File: src/rtl/fft_controller.sv
// Radix-2 DIT FFT sequencer: bit-reversed load, in-place butterfly passes, magnitude readout.
// Optional FFT_CONTROLLER_STAGE_SCALE_EN halves every butterfly output component before write-back.
module fft_controller #(
  parameter  int FFT_POINTS      = 512,
  parameter  int DATA_WIDTH      = 24,
  parameter  int TWIDDLE_WIDTH   = 24,
  localparam int LOG2_FFT_POINTS = $clog2(FFT_POINTS)
) (
  input  logic                         clk,
  input  logic                         reset,
  input  logic                         i_data_ready,
  output logic [LOG2_FFT_POINTS-1:0]   o_buffer_read_addr,
  input  logic [DATA_WIDTH-1:0]        i_buffer_data_in,
  output logic [LOG2_FFT_POINTS-1:0]   o_ram_addr_a,
  output logic [LOG2_FFT_POINTS-1:0]   o_ram_addr_b,
  output logic [2*DATA_WIDTH-1:0]      o_ram_data_in_a,
  output logic [2*DATA_WIDTH-1:0]      o_ram_data_in_b,
  output logic                         o_ram_wr_en_a,
  output logic                         o_ram_wr_en_b,
  input  logic [2*DATA_WIDTH-1:0]      i_ram_data_out_a,
  input  logic [2*DATA_WIDTH-1:0]      i_ram_data_out_b,
  output logic [LOG2_FFT_POINTS-1:0]   o_twiddle_addr,
  input  logic [2*TWIDDLE_WIDTH-1:0]   i_twiddle_factor,
  output logic                         o_butterfly_start,
  input  logic                         i_butterfly_valid,
  input  logic [2*DATA_WIDTH-1:0]      i_butterfly_a_out,
  input  logic [2*DATA_WIDTH-1:0]      i_butterfly_b_out,
  output logic                         o_magnitude_start,
  input  logic                         i_magnitude_valid,
  input  logic [DATA_WIDTH-1:0]        i_magnitude_in,
  output logic [DATA_WIDTH-1:0]        o_magnitude_out,
  output logic                         o_fft_busy,
  output logic                         o_fft_done
);

  localparam int LW = LOG2_FFT_POINTS;
  localparam int SW = $clog2(LOG2_FFT_POINTS + 1);
  localparam logic [LW-1:0] LAST_IDX   = LW'(FFT_POINTS - 1);
  localparam logic [LW-1:0] LAST_BF    = LW'(FFT_POINTS / 2 - 1);
  localparam logic [SW-1:0] LAST_STAGE = SW'(LW - 1);

  typedef enum logic [3:0] {
    IDLE, LOAD, BF_ADDR, BF_START, BF_WAIT, BF_WRITE,
    MAG_ADDR, MAG_START, MAG_WAIT, DONE
  } state_t;

  state_t                  state, state_nxt;
  logic [LW-1:0]           idx;
  logic [SW-1:0]           stage;
  logic [2*DATA_WIDTH-1:0] bf_a_q, bf_b_q;

  // Twiddle ROM and RAM read data go straight to the external butterfly/magnitude units.
  logic unused_inputs;
  assign unused_inputs = ^{i_twiddle_factor, i_ram_data_out_a, i_ram_data_out_b};

  function automatic logic [2*DATA_WIDTH-1:0] scale(input logic [2*DATA_WIDTH-1:0] w);
`ifdef FFT_CONTROLLER_STAGE_SCALE_EN
    logic signed [DATA_WIDTH-1:0] re, im;
    re = w[2*DATA_WIDTH-1:DATA_WIDTH];
    im = w[DATA_WIDTH-1:0];
    return {re >>> 1, im >>> 1};
`else
    return w;
`endif
  endfunction

  logic [LW-1:0] span_mask, bf_addr_a, bf_addr_b, tw_addr, load_addr;

  // idx doubles as load index i, butterfly index j and magnitude index k.
  always_comb begin
    span_mask = (LW'(1) << stage) - LW'(1);
    bf_addr_a = ((idx >> stage) << (stage + SW'(1))) | (idx & span_mask);
    bf_addr_b = bf_addr_a + (LW'(1) << stage);
    tw_addr   = (idx & span_mask) << (LAST_STAGE - stage);
    load_addr = '0;
    for (int b = 0; b < LW; b++) load_addr[b] = idx[LW-1-b];
  end

  always_ff @(posedge clk or negedge reset) begin
    if (!reset) begin
      state           <= IDLE;
      idx             <= '0;
      stage           <= '0;
      bf_a_q          <= '0;
      bf_b_q          <= '0;
      o_magnitude_out <= '0;
    end else begin
      state <= state_nxt;
      case (state)
        IDLE: begin
          idx   <= '0;
          stage <= '0;
        end
        LOAD: begin
          idx   <= (idx == LAST_IDX) ? '0 : idx + LW'(1);
          stage <= '0;
        end
        BF_WAIT: begin
          if (i_butterfly_valid) begin
            bf_a_q <= i_butterfly_a_out;
            bf_b_q <= i_butterfly_b_out;
          end
        end
        BF_WRITE: begin
          if (idx == LAST_BF) begin
            idx   <= '0;
            stage <= (stage == LAST_STAGE) ? '0 : stage + SW'(1);
          end else begin
            idx <= idx + LW'(1);
          end
        end
        MAG_WAIT: begin
          if (i_magnitude_valid) begin
            o_magnitude_out <= i_magnitude_in;
            idx             <= (idx == LAST_IDX) ? '0 : idx + LW'(1);
          end
        end
        default: ;
      endcase
    end
  end

  always_comb begin
    state_nxt          = state;
    o_buffer_read_addr = '0;
    o_ram_addr_a       = '0;
    o_ram_addr_b       = '0;
    o_ram_data_in_a    = '0;
    o_ram_data_in_b    = '0;
    o_ram_wr_en_a      = 1'b0;
    o_ram_wr_en_b      = 1'b0;
    o_twiddle_addr     = '0;
    o_butterfly_start  = 1'b0;
    o_magnitude_start  = 1'b0;
    o_fft_busy         = (state != IDLE);
    o_fft_done         = (state == DONE);
    case (state)
      IDLE: if (i_data_ready) state_nxt = LOAD;
      LOAD: begin
        o_buffer_read_addr = idx;
        o_ram_addr_a       = load_addr;
        o_ram_data_in_a    = {i_buffer_data_in, {DATA_WIDTH{1'b0}}};
        o_ram_wr_en_a      = 1'b1;
        if (idx == LAST_IDX) state_nxt = BF_ADDR;
      end
      BF_ADDR, BF_START, BF_WAIT, BF_WRITE: begin
        o_ram_addr_a   = bf_addr_a;
        o_ram_addr_b   = bf_addr_b;
        o_twiddle_addr = tw_addr;
        if (state == BF_ADDR) state_nxt = BF_START;
        if (state == BF_START) begin
          o_butterfly_start = 1'b1;
          state_nxt         = BF_WAIT;
        end
        if (state == BF_WAIT && i_butterfly_valid) state_nxt = BF_WRITE;
        if (state == BF_WRITE) begin
          o_ram_data_in_a = scale(bf_a_q);
          o_ram_data_in_b = scale(bf_b_q);
          o_ram_wr_en_a   = 1'b1;
          o_ram_wr_en_b   = 1'b1;
          state_nxt = (idx == LAST_BF && stage == LAST_STAGE) ? MAG_ADDR : BF_ADDR;
        end
      end
      MAG_ADDR, MAG_START, MAG_WAIT: begin
        o_ram_addr_a = idx;
        if (state == MAG_ADDR) state_nxt = MAG_START;
        if (state == MAG_START) begin
          o_magnitude_start = 1'b1;
          state_nxt         = MAG_WAIT;
        end
        if (state == MAG_WAIT && i_magnitude_valid)
          state_nxt = (idx == LAST_IDX) ? DONE : MAG_ADDR;
      end
      DONE: state_nxt = IDLE;
      default: state_nxt = IDLE;
    endcase
  end

endmodule

File: config.mk
export PLATFORM = sky130hd
export DESIGN_NAME = fft_controller
export DESIGN_NICKNAME = d
export VERILOG_FILES = /design/src/rtl/fft_controller.sv
export SDC_FILE = /design/constraint.sdc
export NUM_CORES = 1
export LEC_CHECK = 0
export BUFFER_PORTS_ARGS = -buffer_cell sky130_fd_sc_hd__buf_2
export CORE_AREA = 4 4 176 178
export CTS_CLUSTER_SIZE = 28
export DETAILED_ROUTE_END_ITERATION = 7
export DIE_AREA = 0 0 180 182
export GPL_ROUTABILITY_DRIVEN = 0
export SLEW_MARGIN = 15
export SYNTH_ARGS = -nofsm -noshare
export SYNTH_HDL_FRONTEND = slang
export SYNTH_SLANG_ARGS = --single-unit
export TNS_END_PERCENT = 10
File: constraint.sdc
create_clock -name clk -period 7.4 [get_ports clk]
set_input_delay 0 -clock clk [delete_from_list [all_inputs] [get_ports clk]]
set_output_delay 0 -clock clk [all_outputs]
set_load 0.005 [all_outputs]
# --- After elaboration in Yosys (flattened, before gate mapping) ---
# Index checks and enable logic that the tools add are counted.
op_classes:
  n_addsub: 5
  reduce_logical: 15
  n_bitwise: 2
  n_eq_ne: 18
  n_mux: 34
  shift: 4
ops:
  columns: ["operator", "count"]
  rows:
  - ["2-to-1 mux 48 bit", 3]
  - ["case mux 48 bit (2 select lines)", 1]
  - ["2-to-1 mux 9 bit", 6]
  - ["2-to-1 mux 4 bit", 12]
  - ["case mux 9 bit (4 select lines)", 1]
  - ["case mux 9 bit (3 select lines)", 1]
  - ["<< shifter 9 x 4 -> 9 bit", 2]
  - ["== test 4 x 3 -> 1 bit, second input constant", 4]
  - ["case mux 4 bit (4 select lines)", 1]
  - ["== test 4 bit, second input constant", 3]
  - ["adder 9 x 1 -> 9 bit, second input constant", 1]
  - ["adder 9 bit", 1]
  - ["AND 9 bit", 1]
  - ["== test 9 x 8 -> 1 bit, second input constant", 1]
  - ["== test 9 bit, second input constant", 1]
  - ["OR 9 bit", 1]
  - ["<< shifter 1 x 4 -> 9 bit, first input constant", 1]
  - [">> shifter 9 x 4 -> 9 bit", 1]
  - ["subtractor 9 x 2 -> 9 bit, second input constant", 1]
  - ["== test 4 x 2 -> 1 bit, second input constant", 2]
  - ["!= test 2 bit, second input constant", 4]
  - ["case mux 4 bit (2 select lines)", 1]
  - ["AND reduction 2 bit", 4]
  - ["nonzero test 4 bit", 2]
  - ["other kinds (15)", 22]
totals:
  register_bits: 137
  elab_cells: 84

# --- Logic depth before layout (Yosys ltp) ---
# Gate-level depths: netlist of the first run.
depth:
  ltp_word: 6
  ltp_mapped: 21
  mapped_depth_nobuf: 17

# --- Least setup slack after synthesis of the first run ---
# Ideal clock, no wire load.
synth_timing:
  path_type: "register to output"
  startpoint: "register stage[0]"
  endpoint: "output port o_ram_addr_b[8]"
  path_slack_ns: 3.473
  t_arrival_ns: 3.927
  path_stages_with_launch: 22
  required_ns: 7.400
  cell_sequence: "dfrtp_1 buf_6 buf_6 buf_4 inv_1 buf_2 ha_1 ha_1 nand2b_1 ha_1 nand2b_1 o21ai_1 a21oi_1 o21ai_0 o311ai_0 ha_1 nor3_1 nor2_1 and4_1 nor3_1 nand4_1 o21ai_0"
synth_between:
  elab_chain_len: 6
synth_rtl:
  columns: ["element", "line_no", "text"]
  rows:
  - ["start: declaration", "49", "logic [SW-1:0] stage;"]
  - ["start signal: assignment", "107", "stage <= (stage == LAST_STAGE) ? '0 : stage + SW'(1);"]
  - ["<< shifter 1 x 4 -> 9 bit", "71, 73", null]
  - ["subtractor 9 x 2 -> 9 bit", "71", "span_mask = (LW'(1) << stage) - LW'(1);"]
  - ["AND 9 bit", "72", "bf_addr_a = ((idx >> stage) << (stage + SW'(1))) | (idx & span_mask);"]
  - ["OR 9 bit", "72", null]
  - ["adder 9 bit (*)", "73", "bf_addr_b = bf_addr_a + (LW'(1) << stage);"]
  - ["2-to-1 mux 9 bit (*)", "137", "case (state)"]
  - ["end: declaration", "15", "output logic [LOG2_FFT_POINTS-1:0] o_ram_addr_b,"]
# Every way passes the cells marked *; elsewhere a longest branch is shown, timed or not.

# --- Final worst setup path of the first run ---
layout_timing:
  startpoint: "register stage[1]"
  endpoint: "output port o_ram_addr_b[8]"
# Same word-level chain as after synthesis.

==> results of run 1 <==
-- routing by layer --
metal,wire length (um),global-route usage [%]
met4,721,5.85
met5,27,0
met2,13800,28.4
met3,2330,5.47
met1,11300,20.0
-- cells by family (layout without fill, tap and decap cells) --
kind of cell | Yosys count | in the layout
AND/OR/NAND/NOR | 262 | 262
AO/OA/AOI/OAI | 159 | 159
multiplexers | 138 | 138
flip-flops | 137 | 137
buffers and inverters | 79 | 492
adder cells (fa/ha/maj) | 22 | 22
XOR/XNOR | 14 | 14
other | 0 | 1
-- worst paths after layout --
check                                   from            endpoint  slack [ns]
hold / removal                         reset          bf_b_q[38]        0.15
min in group clk           i_butterfly_valid            state[1]        0.20
setup reg to reg                      idx[0]              idx[3]        4.34
hold reg to reg                   bf_b_q[15]          bf_b_q[15]        0.50
setup / recovery                    stage[1]     o_ram_addr_b[8]        1.77
max in group asynchronous              reset  o_magnitude_out[9]        5.85
-- layout make-up --
type | instances | area, sq um | area share [%]
Sequential cell | 137 | 3430 | 28.5
Clock inverter | 11 | 100 | 0.831
Multi-Input combinational cell | 595 | 4630 | 38.5
Antenna cell | 1 | 2.50 | 0.0208
Timing Repair Buffer | 440 | 2840 | 23.6
Tap cell | 390 | 488 | 4.05
Clock buffer | 21 | 480 | 3.99
Inverter | 20 | 75.1 | 0.623
-- state kept, by name, indices dropped and copies added (netlist names) --
name	flops
bf_a_q	48
state	4
o_magnitude_out	24
idx	9
stage	4
bf_b_q	48
-- layout by cell type, fill, tap and decap left out, types with 6 or more instances in the layout --
| cell | netlist | routed |
|---|---|---|
| buf_2 | 8 | 309 |
| dfrtp_1 | 137 | 137 |
| mux2_2 | 123 | 123 |
| dlygate4sd3_1 | 0 | 122 |
| and2_1 | 82 | 82 |
| nand2_1 | 46 | 46 |
| o21ai_0 | 40 | 40 |
| nor2_1 | 35 | 35 |
| a22o_1 | 24 | 24 |
| ha_1 | 21 | 21 |
| inv_1 | 20 | 20 |
| nor3_1 | 21 | 20 |
| nand3_1 | 18 | 17 |
| clkbuf_16 | 0 | 17 |
| nand2b_1 | 14 | 14 |
| nor2b_1 | 12 | 12 |
| a21oi_1 | 12 | 12 |
| and3_1 | 10 | 10 |
| xnor2_1 | 10 | 10 |
| mux2i_1 | 10 | 10 |
| buf_4 | 5 | 8 |
| a31oi_1 | 7 | 7 |
| a221o_1 | 6 | 6 |
-- power groups by stage --
stage               combinational, mW  clock, mW  sequential (mW)
floorplan                       0.705          0             1.20
global placement                 1.05          0             1.28
detailed placement               1.07          0             1.30
CTS                              1.13      0.859             1.29
global route                     1.25      0.889             1.34
finish                           1.13      0.839             1.29
-- worst max-delay path, cell delays in order (launching register included) --
cell      delay [ns]
dfrtp_1         0.89
inv_1           0.30
ha_1            0.32
ha_1            0.30
nand2b_1        0.24
ha_1            0.32
nand2b_1        0.08
o21ai_1         0.27
a21oi_1         0.11
o21ai_0         0.52
o311ai_0        0.34
ha_1            0.42
nor3_1          0.21
nor2_1          0.07
and4_1          0.21
nor3_1          0.19
nand4_1         0.12
o21ai_0         0.15
buf_2           0.16
-- timing repair --
action	4_1_cts	5_1_grt
setup buffers	0	0
hold buffers	122	0
hold endpoints to repair	189	0
==> run metrics, run 1 <==
Final Net Count 1526; final non-filler cell area 12000 sq um; First-pass DRT Iterations 5; Cell Area, Placed 10200 sq um; Die Height 182 um; Syn Inst Count 811; WHS 0.151 ns; Comb power frac 34.7%; Final Critical Period 5.63 ns; Worst setup EP type output port; Vias/cell 4.93; worst setup margin 1.77 ns; top-count cell post-synth dfrtp_1; Reg clk slew, reported paths 0.07 ns; Final Cycle Share 76.0%; largest cells by area after synthesis dfrtp_1 41%, mux2_2 17%, and2_1 6.1%; Worst Max-Slew Pin Slew 1.06 ns; io pins 455; worst-case clock skew 0.00928 ns; DP HPWL 19.9 mm; Data arrival, critical path 5.63 ns; switch share 33.7%; Core Area 29400 sq um; placed insts 1460; CTS Buffer Depth 2; Synth Area in XOR/XNOR 1.46%; Max Slew Vio Count 0; status completed; share of cells above drive strength 1 41.1%; Resize count post-CTS 0; yosys warns 0; Synth Area in Compound Gates 14.2%; main combinational cell family by area after synthesis multiplexers; All-Layer GR Usage 16.7%; H-Tree Depth 4; vias in the first global route 8324; R2R cell count 10; Antenna Nets Post-Route 0; dominant synthesized flop cell dfrtp_1; switching power of the nets 1.10 mW; Pleak 5.93 nW; Skew-Pair Late Insertion Delay 0.42 ns; Fill cells 2836; RSZ-0062 raised after global routing no; Synth area leader dfrtp_1; critical path type register to output port; Clock Power Share 25.7%; Tot Pwr 3.26 mW; port bufs 310; synthesized flop and latch total 137; Post-Route WL 28.2 mm; WP data required 7.40 ns; clock sinks 137; Hold Path Class input port to asynchronous set/reset pin; Max Fclk 178 MHz; Peak VDD IR 171 uV; clock root buffer clkbuf_16; Adder-Cell Fraction of Synth Area 3.38%; Setup Viol. Count Final 0; Iteration-0 DRC Markers 553; Cell Area, Synth 8380 sq um; Mapped Avg Cell Area 10.3 sq um; max_slew headroom 28.9%; post-layout util 41.0%; post-synthesis mux area share 19.0%; die width 180 um; Pint 2.16 mW; DIE AREA 32800 sq um; via count 7966; initial antenna violation count 2; total negative setup slack 0 ns; simple-gate portion of the synthesized area 17.0%; max-cap violation count 0; pin count of the biggest net entering global routing 99; Layout area overhead 43.8%; CTS tree done; TritonCTS buffer count 17; Synth top area share 40.9%; Non-Filler Instances 1615; pre-CTS setup slack 2.36 ns; initial core utilization 28.5%; asr flop ratio synth 100%; WL per Instance 17.4 um; top post-synthesis cells by count 137 x dfrtp_1, 123 x mux2_2, 82 x and2_1; EDFF count, synth 0; final hold vios 0; drc violations 0; pwr dens 271 nW/um^2; first-pass GRT wire length 44.9 mm; part of the power in registers 39.6%; post-synth net total 1126; FP Rows 63; Crit Path Max Fanout 26; CP Launch Type register; total congestion overflow 0; post-synth cell types 73; post-synthesis sequential area ratio 40.9%
Note: power is estimated with default switching activity, not from simulation.
==> run 2: changes to the inputs <==
==> constraint.sdc (replaced) <==
create_clock -name clk -period 5 [get_ports clk]
set_input_delay 0 -clock clk [delete_from_list [all_inputs] [get_ports clk]]
set_output_delay 0 -clock clk [all_outputs]
set_load 0.005 [all_outputs]
==> run 2 against run 1 <==
Highest routed layer unchanged. Flip-flop and latch count did not move. Die area did not move. Global-route usage rose by 0.36 points. Clock skew rose by 0.0037 ns. Via count rose by 1.3%. Non-clock buffer count rose by 13. First-iteration DRC count fell by 13%. Register-to-register slack got worse by 2.4 ns.
==> run metrics, run 2 (synthesized netlist as in run 1, its figures left out) <==
Die Height 182 um (unchanged); final hold vios 0 (unchanged); Final Critical Period 4.63 ns; postcts setup bufs 0 (unchanged); Fill cells 2858 (+0.78%); final non-filler cell area 12200 sq um (+1.3%); First-pass DRT Iterations 6 (+1); CTS tree done; Crit Path Max Fanout 14 (-46%); commonest non-fill, non-tap cells in the layout 309 x buf_2, 137 x dfrtp_1, 123 x mux2_2; max_slew headroom 33.4% (+4.5 points); Cell Area, Placed 10300 sq um (+1.0%); worst-case clock skew 0.0130 ns (+0.00371 ns); FP Rows 63 (unchanged); max-cap violation count 0 (unchanged); antenna diode count 0 (-1); Core Area 29400 sq um (unchanged); Iteration-0 DRC Markers 481 (-13%); busiest layer in global routing met2; CP Launch Type register; first-pass GRT wire length 45.4 mm (+1.3%); Reg clk slew, reported paths 0.07 ns (about the same); Final Net Count 1539 (+0.85%); DIE AREA 32800 sq um (unchanged); met1 usage 20.0% (about the same); Final Cycle Share 92.6%; Skew-Pair Late Insertion Delay 0.43 ns (about the same); RSZ-0062 raised after global routing no; drc violations 0 (unchanged); critical path type register to output port; WP data required 5.00 ns (-2.40 ns); Largest regs bf_a_q x48, bf_b_q x48, o_magnitude_out x24; met2 Use GR 29.5% (+1.1 points); Layout area overhead 45.7%; Data arrival, critical path 4.63 ns (-1.00 ns); CTS Buffer Depth 2 (unchanged); Pleak 6.02 nW (+1.5%); Worst Max-Slew Pin Slew 0.996 ns (-0.0681 ns); via count 8072 (+1.3%); post-layout util 41.5% (+0.54 points); Setup Viol. Count Final 0 (unchanged); Post-Route WL 28.7 mm (+1.9%); total negative setup slack 0 ns (unchanged); DP HPWL 20.4 mm (+2.7%); H-Tree Depth 4 (unchanged); Worst setup EP type output port; pre-CTS setup slack 0.872 ns (-1.48 ns); most common cell after layout, fill and taps aside buf_2; Max Slew Vio Count 0 (unchanged); Hold Path Class input port to asynchronous set/reset pin; vias in the first global route 8495 (+2.1%); clock sinks 137 (unchanged); M3 GR Usage 5.73% (+0.26 points); io pins 455 (unchanged); total congestion overflow 0 (unchanged); port bufs 310 (unchanged); share of cells above drive strength 1 41.8% (+0.70 points); status completed; clock root buffer clkbuf_16; Vias/cell 4.96 (+0.58%); All-Layer GR Usage 17.1% (+0.36 points); Antenna Nets Post-Route 0 (unchanged); Peak VDD IR 337 uV (+96%); Max Fclk 216 MHz; Tot Pwr 4.93 mW (+51%); TritonCTS buffer count 17 (unchanged); pwr dens 404 nW/um^2 (+49%); pin count of the biggest net entering global routing 70 (-29%); WL per Instance 17.6 um (+1.1%); initial antenna violation count 2 (unchanged); worst setup margin 0.371 ns (-1.40 ns); die width 180 um (unchanged); initial core utilization 28.5% (unchanged)
## run 2: cell types whose count changed in the layout (fill, tap and decap cells not counted), sizes merged
cell      previous run  this run
clkinv               3         2
diode                1         0
clkbuf              21        17
clkinvlp             1         0
inv                 27        31
bufinv               0         2
buf                318       331
## run 2: routing by layer
metal,vias up,wire length (um)
met5,-,27
met4,4,767
met3,63,2410
met2,389,14300
met1,3869,11200
li1,3747,-
## run 2: final timing paths
| path | startpoint | endpoint | slack [ns] | cells past startpoint |
|---|---|---|---|---|
| worst max register to register | idx[1] | idx[3] | 1.94 | 10 |
| max in group asynchronous | reset | bf_a_q[8] | 3.48 | 3 |
| worst max-delay path | stage[0] | o_ram_addr_b[8] | 0.37 | 19 |
| min in group clk | i_butterfly_valid | state[1] | 0.20 | 5 |
| worst min-delay path | reset | bf_b_q[12] | 0.12 | 2 |
| worst min register to register | bf_b_q[17] | bf_b_q[17] | 0.50 | 1 |
## run 2: layout make-up
class | count | area [sq um] | area share (%)
repair buffers | 453 | 2950 | 24.2
multi-input cells | 595 | 4640 | 38.0
clock inverters | 15 | 196 | 1.61
clock buffers | 17 | 425 | 3.49
well taps | 390 | 488 | 4.00
inverters | 20 | 75.1 | 0.615
flip-flops and latches | 137 | 3430 | 28.1
## run 2: where the power goes
group | leakage (nW) | internal, mW | switching [mW]
registers | 1.73 | 1.60 | 0.301
clock network | 0.308 | 0.768 | 0.561
logic | 3.98 | 0.907 | 0.795
total | 6.02 | 3.27 | 1.66
## run 2: timing repair
item / in CTS / in global routing
endpoints found under the hold margin: 190 / 0
hold buffers: 122 / 0
gates resized for setup: 0 / 1
endpoints found under the setup margin: 0 / 1
## run 2: through the flow
stage | instances | hold slack [ns]
floorplan | 811 | -0.296
global placement | 1472 | 0.0447
detailed placement | 1472 | 0.0483
CTS | 1626 | 0.146
global route | 1627 | 0.192
finish | 1627 | 0.121
## run 2: worst max-delay path, stage by stage, from the launching register on
cell,delay [ns]
dfrtp_1,0.34
inv_1,0.04
buf_4,0.19
ha_1,0.26
ha_1,0.31
nand2b_1,0.25
ha_1,0.27
nand2b_1,0.07
o21ai_1,0.26
xor2_1,0.37
nand2_1,0.13
o221ai_1,0.18
ha_1,0.36
nand3_1,0.13
o2111ai_1,0.15
and4_1,0.23
nor3_1,0.22
nand4_1,0.16
o21ai_0,0.13
buf_2,0.15
